### config.mk
export PLATFORM = sky130hd
export DESIGN_NAME = regfile_sb
export DESIGN_NICKNAME = d
export VERILOG_FILES = /design/src/rtl/regfile_pkg.sv /design/src/rtl/regfile_clear_seq.sv /design/src/rtl/regfile_sb.sv
export SDC_FILE = /design/constraint.sdc
export NUM_CORES = 2
export LEC_CHECK = 0
export ABC_CLOCK_PERIOD_IN_PS = 13000
export CORE_UTILIZATION = 35
export DETAILED_ROUTE_END_ITERATION = 7
export GPL_TIMING_DRIVEN = 0
export HOLD_SLACK_MARGIN = 0.03
export PLACE_DENSITY = 0.58
export SETUP_SLACK_MARGIN = 0.5
export SYNTH_ARGS = -nofsm -noshare
export SYNTH_HDL_FRONTEND = slang
export SYNTH_SLANG_ARGS = --single-unit
### constraint.sdc
create_clock -name clk -period 13 [get_ports clk]
set_input_delay 1.95 -clock clk [delete_from_list [all_inputs] [get_ports clk]]
set_output_delay 1.95 -clock clk [all_outputs]
set_load 0.005 [all_outputs]
### src/rtl/regfile_pkg.sv
// Shared definitions for the scoreboarded register file: default geometry,
// clear-sequencer state encoding and the hardwired zero register index.
package regfile_pkg;

   // Default geometry: 32 registers of 32 bits.
   localparam int DEF_DW = 32;
   localparam int DEF_AW = 5;

   // Register index that is hardwired to zero.
   localparam int ZERO_REG = 0;

   // Clear sequencer states.
   typedef enum logic {
      ST_CLEAR = 1'b0,
      ST_RUN   = 1'b1
   } clr_state_e;

   // True when a register index names a real, writable register.
   function automatic logic is_live_reg(input int unsigned idx);
      return idx != ZERO_REG;
   endfunction

endpackage

### src/rtl/regfile_clear_seq.sv
// Post-reset clear sequencer. After reset deasserts it walks registers
// 1..DEPTH-1, writing zero into each one per clock, then raises o_ready.
// Register 0 is skipped because it is never read from the array.
module regfile_clear_seq
   import regfile_pkg::*;
#(
   parameter int AW    = DEF_AW,
   parameter int DEPTH = 1 << AW
)
(
   input  logic          i_clk,
   input  logic          i_reset,
   output logic          o_clr_we,
   output logic [AW-1:0] o_clr_addr,
   output logic          o_ready,
   output clr_state_e    o_dbg_state
);

   localparam logic [AW-1:0] FIRST_ADDR = AW'(1);
   localparam logic [AW-1:0] LAST_ADDR  = AW'(DEPTH - 1);

   clr_state_e    r_state;
   clr_state_e    w_state_nxt;
   logic [AW-1:0] r_cnt;

   // State and counter registers; reset restarts the walk at register 1.
   always_ff @(posedge i_clk) begin
      if (i_reset) begin
         r_state <= ST_CLEAR;
         r_cnt   <= FIRST_ADDR;
      end else begin
         r_state <= w_state_nxt;
         if (r_state == ST_CLEAR) begin
            r_cnt <= r_cnt + AW'(1);
         end
      end
   end

   // Next state: leave CLEAR once the last register has been written.
   always_comb begin
      w_state_nxt = r_state;
      case (r_state)
         ST_CLEAR: begin
            if (r_cnt == LAST_ADDR) begin
               w_state_nxt = ST_RUN;
            end
         end
         ST_RUN: begin
            w_state_nxt = ST_RUN;
         end
         default: begin
            w_state_nxt = ST_CLEAR;
         end
      endcase
   end

   // Outputs: a clear write is issued on every non-reset edge in CLEAR.
   always_comb begin
      o_clr_we    = 1'b0;
      o_clr_addr  = r_cnt;
      o_ready     = 1'b0;
      o_dbg_state = r_state;
      case (r_state)
         ST_CLEAR: o_clr_we = ~i_reset;
         ST_RUN:   o_ready  = 1'b1;
         default:  o_clr_we = 1'b0;
      endcase
   end

endmodule

### src/rtl/regfile_sb.sv
// Multi-port register file with write-to-read bypass, two write ports
// (0 = ALU writeback, 1 = load writeback, load wins on a collision), a
// per-register busy scoreboard for issue hazards and a post-reset clear.
//
// Handshake: there is no valid/ready flow control on the data paths; every
// input is taken as a request in the cycle it is presented. The single
// ready output only tells the pipeline the file is usable: while it is
// low, writes and issues are dropped and all read-side outputs are 0.
module regfile_sb
   import regfile_pkg::*;
#(
   parameter int DW    = DEF_DW,
   parameter int AW    = DEF_AW,
   parameter int DEPTH = 1 << AW,
   parameter int NREAD = 2
)
(
   input  logic                clk,
   input  logic                reset,
   output logic                ready,
   input  logic [NREAD*AW-1:0] ra,
   output logic [NREAD*DW-1:0] rd,
   output logic [NREAD-1:0]    rbusy,
   input  logic                we0,
   input  logic                we1,
   input  logic [AW-1:0]       wa0,
   input  logic [AW-1:0]       wa1,
   input  logic [DW-1:0]       wd0,
   input  logic [DW-1:0]       wd1,
   input  logic                issue_en,
   input  logic [AW-1:0]       issue_addr,
   output logic                issue_stall
);

   localparam logic [AW-1:0] ZERO_ADDR = AW'(ZERO_REG);

   logic [DW-1:0]    r_mem [DEPTH];
   logic [DEPTH-1:0] r_busy;
   logic [DEPTH-1:0] w_busy_nxt;

   logic             w_clr_we;
   logic [AW-1:0]    w_clr_addr;
   logic             w_ready;
   clr_state_e       w_seq_state;

   logic             w_run;
   logic             w_we0;
   logic             w_we1;
   logic             w_iss;
   logic             w_iss_hit0;
   logic             w_iss_hit1;

   regfile_clear_seq #(
      .AW    (AW),
      .DEPTH (DEPTH)
   ) u_clear_seq (
      .i_clk       (clk),
      .i_reset     (reset),
      .o_clr_we    (w_clr_we),
      .o_clr_addr  (w_clr_addr),
      .o_ready     (w_ready),
      .o_dbg_state (w_seq_state)
   );

   assign ready = w_ready;

   // Normal operation only outside CLEAR; a pending synchronous reset also
   // blocks it so nothing leaks through in the reset cycle.
   assign w_run = (w_seq_state == ST_RUN) & ~reset;

   // Qualified write/issue requests; register 0 is never a target.
   assign w_we0 = w_run & we0 & (wa0 != ZERO_ADDR);
   assign w_we1 = w_run & we1 & (wa1 != ZERO_ADDR);
   assign w_iss = w_run & issue_en & (issue_addr != ZERO_ADDR);

   // Storage: the clear walk and pipeline writes never overlap in time.
   // Port 1 is assigned last so the load wins on an address collision.
   always_ff @(posedge clk) begin
      if (w_clr_we) begin
         r_mem[w_clr_addr] <= '0;
      end else begin
         if (w_we0) begin
            r_mem[wa0] <= wd0;
         end
         if (w_we1) begin
            r_mem[wa1] <= wd1;
         end
      end
   end

   // Scoreboard update: writebacks clear, issue sets; set applied last wins.
   always_comb begin
      w_busy_nxt = r_busy;
      if (w_we0) begin
         w_busy_nxt[wa0] = 1'b0;
      end
      if (w_we1) begin
         w_busy_nxt[wa1] = 1'b0;
      end
      if (w_iss) begin
         w_busy_nxt[issue_addr] = 1'b1;
      end
   end

   // Busy vector register, cleared by reset.
   always_ff @(posedge clk) begin
      if (reset) begin
         r_busy <= '0;
      end else begin
         r_busy <= w_busy_nxt;
      end
   end

   // Read ports with same-cycle bypass from both write ports.
   for (genvar g = 0; g < NREAD; g++) begin : g_rd
      logic [AW-1:0] w_a;
      logic          w_hit0;
      logic          w_hit1;

      assign w_a    = ra[g*AW +: AW];
      assign w_hit0 = w_we0 & (wa0 == w_a);
      assign w_hit1 = w_we1 & (wa1 == w_a);

      assign rd[g*DW +: DW] = (!w_run || w_a == ZERO_ADDR) ? '0    :
                              w_hit1                       ? wd1   :
                              w_hit0                       ? wd0   :
                                                             r_mem[w_a];

      // A register being written this cycle is no longer pending.
      assign rbusy[g] = w_run & r_busy[w_a] & ~w_hit0 & ~w_hit1;
   end

   // WAW hazard flag: advisory only, the issue still marks the register.
   assign w_iss_hit0  = w_we0 & (wa0 == issue_addr);
   assign w_iss_hit1  = w_we1 & (wa1 == issue_addr);
   assign issue_stall = w_run & issue_en & r_busy[issue_addr] &
                        ~w_iss_hit0 & ~w_iss_hit1;

endmodule

==> qor.csv <==
metric,value,unit
stdcell_count,8297,
rows,154,
synth_ff_type,edfxtp_1,
grtUsageTotal,32.05,%
port_buffers,113,
antenna_left,0,
crit_start,ra[9],
finalClockSkew,0.01335,ns
critPathLaunchType,input port,
syn_to_final_growth,14.39,%
gp_congestion,1.047,
grt_max_degree,31,
fmaxAchievable,109.3,MHz
htreeDepth,3,
hold_viol_final,0,
fin_setup_tns,0,ns
p_per_area,112.2,mW/mm2
place_inst,8068,
criticalPathCategory,in -> out,
cp-end-kind,output pin,
synth_area,0.06261,mm2
cp_data_arrival_time,7.20,ns
r2r_start,u_clear_seq.o_dbg_state,
ys_warn_count,0,
drt_iter0_drc,8567,
syn_inst,5576,
ys_seq_elements,1062,
worst-path-buf-inv,5,
path_cells,clkdlybuf4s50_1 -> clkbuf_1 -> inv_1 -> nand2_1 -> clkbuf_1 -> o31ai_1 -> nor3_1 -> o211ai_2 -> clkdlybuf4s50_1,
synth_nets,5672,
synth_edf_count,1024,
leakage,21.22,nW
dpl.hpwl,238.8,mm
status,"finished, violations left",
async_reset_ff_share,0,%
maxSlewHeadroom,-2.211,%
worstSkewPairLatency,0.75,ns
num_io_pins,162,
cts_resized,0,
cts_tree,built,
grt_pass1_wl,401.5,mm
critical-path-max-stage-delay,0.88,ns
cpMaxStageDelayCell,clkbuf_1,
start_util,35.40,%
synth_cell_types,70,
final_nets,5941,
cp_num_cells,9,
crit_path_end,rd[54],
yosysSeqAreaShare,50.33,%
drc_errors,0,
post_cts_buffers,0,
numCtsBuffers,115,
fin_hold_ws,0.5040,ns
r2r-end,r_mem[28][15],
required,11.05,ns
routedWlPerCell,35.75,um
drt-total-wl,296.6,mm
n_fill_cell,16945,
avgViaCountPerCell,6.387,
rr_worst_depth,6,
clockBufferDepth,3,
die_x,425.0,um
core,0.1769,mm2
worst_slew_pin_slew,1.519,ns
cts_sinks,1062,
rsz0062_at_grt,no,
fin_crit_sh,70.40,%
dr.pass1.iters,8,
die_h,425.0,um
grt_antenna_before_repair,8,
grt-ovfl-total,0,
final_max_slew_viol_count,15,
setup_viol,0,
placed_area,0.06776,mm2
die_area,0.1806,mm2
period_minus_slack,9.152,ns
holdCritPathClass,reg -> reg,
grt_pass1_vias,49676,
clock-root-buffer,clkbuf_16,
rrSetupSlack,9.01,ns
critPathTopFamily,buffers and inverters,
fin_area,0.07162,mm2
hold_buffers,0,
syn_avg_cell_area,11.23,um2
max-vdd-ir-drop,0.1000,mV
cp_max_fo,10,
drive_gt1_share,16.94,%
failed_checks,"max-capacitance violations, max-slew violations",
via_count,52997,
cts.clk_slew.worst_paths,0.06,ns
maxCapViolations,3,
final cells by class:
cell class | instances | area, um2 | area share, %
Inverter | 36 | 135.1 | 0.1887
Antenna cell | 12 | 30.03 | 0.04193
Tap cell | 2340 | 2928 | 4.088
Sequential cell | 1062 | 31510 | 43.99
Clock buffer | 144 | 3072 | 4.289
Timing Repair Buffer | 152 | 1824 | 2.547
Multi-Input combinational cell | 3785 | 28390 | 39.63
Clock inverter | 73 | 744.5 | 1.039
Buffer | 693 | 2992 | 4.177
power breakdown:
part | leakage [nW] | total, W | internal [W] | switching [W]
Combinational | 10.7 | 0.000819 | 0.000252 | 0.000567
Sequential | 8.61 | 0.00375 | 0.00373 | 0.0000188
Clock | 1.87 | 0.00347 | 0.00195 | 0.00152
Total | 21.2 | 0.00804 | 0.00593 | 0.00211
registers in the layout, indices dropped and copies added (netlist names):
name / count
r_mem: 1024
u_clear_seq.o_clr_addr: 5
u_clear_seq.o_dbg_state: 1
r_busy: 32
stage by stage:
stage | setup slack (ns) | total power, W | util (%)
final | 3.848 | 0.008039 | 40.49
after global routing | 3.905 | 0.008132 | 40.48
after CTS | 4.044 | 0.007973 | 40.47
after detailed placement | 4.057 | 0.004599 | 38.31
after global placement | 2.970 | 0.004586 | 37.69
after floorplan | 7.147 | 0.004240 | -
routing by layer:
| layer | track usage [%] | part of all wire [%] | wire [um] |
|---|---|---|---|
| met1 | 41.15 | 37 | 110700 |
| met2 | 47.66 | 43 | 128000 |
| met3 | 9.164 | 12 | 36680 |
| met4 | 19.71 | 7.2 | 21260 |
| met5 | 0 | 0.0044 | 13 |
cell usage in the layout, fill, tap and decap left out, types with 68 or more instances in the layout:
master and n:
clkdlybuf4s50_1 113, nor2_1 82, nand2_1 1135, o22ai_1 97, mux4_2 356, mux2i_1 151, edfxtp_1 1024, nand3_1 68
mux2_2 221, clkbuf_1 530, clkbuf_16 119, buf_2 96, o21ai_0 1061
kinds of logic after synthesis:
logic type	share of synthesized area (%)
adders and majority gates	0.03996
and+or+nand+nor	9.362
AOI/OAI and AO/OA	14.96
muxes	19.87
xor gates and xnor gates	0.4476
DFF	50.33
buffers and inverters	4.994
Yosys cell counts (all sizes together), types with 28 or more instances:
master,number,area (um2)
a22o,62,543.0
edfxtp,1024,30750
clkbuf,525,1996
a211oi,32,240.2
a22oi,37,277.8
nor3,45,246.5
mux2i,151,1511
mux4,372,8438
nand2,1135,4260
a221oi,72,705.7
and3,28,175.2
o31ai,31,232.7
buf,168,996.0
dfxtp,38,760.7
o21ai,1085,5430
o211ai,34,295.3
mux2,221,2489
o22ai,104,650.6
nand3,68,340.3
a221o,31,310.3
inv,36,135.1
nor2,87,336.6
worst register-to-register path: stages (launching register included):
cell and delay [ns]:
dfxtp_1 0.41, and3b_1 0.18, buf_2 0.19, nand3_1 0.73, nor2_1 1.14, clkbuf_1 0.75
o21ai_0 0.28
worst min-delay path by stage:
stage / start / to / slack, ns / depth (start not counted)
final: r_busy[0] / r_busy[0] / 0.50 / 1
after global placement: r_busy[0] / r_busy[0] / 0.50 / 1
after floorplan: r_busy[0] / r_busy[0] / 0.47 / 1
after global routing: r_busy[0] / r_busy[0] / 0.52 / 1
after CTS: r_busy[0] / r_busy[0] / 0.50 / 1
after detailed placement: r_busy[0] / r_busy[0] / 0.49 / 1
Note: power is estimated with default switching activity, not from simulation.
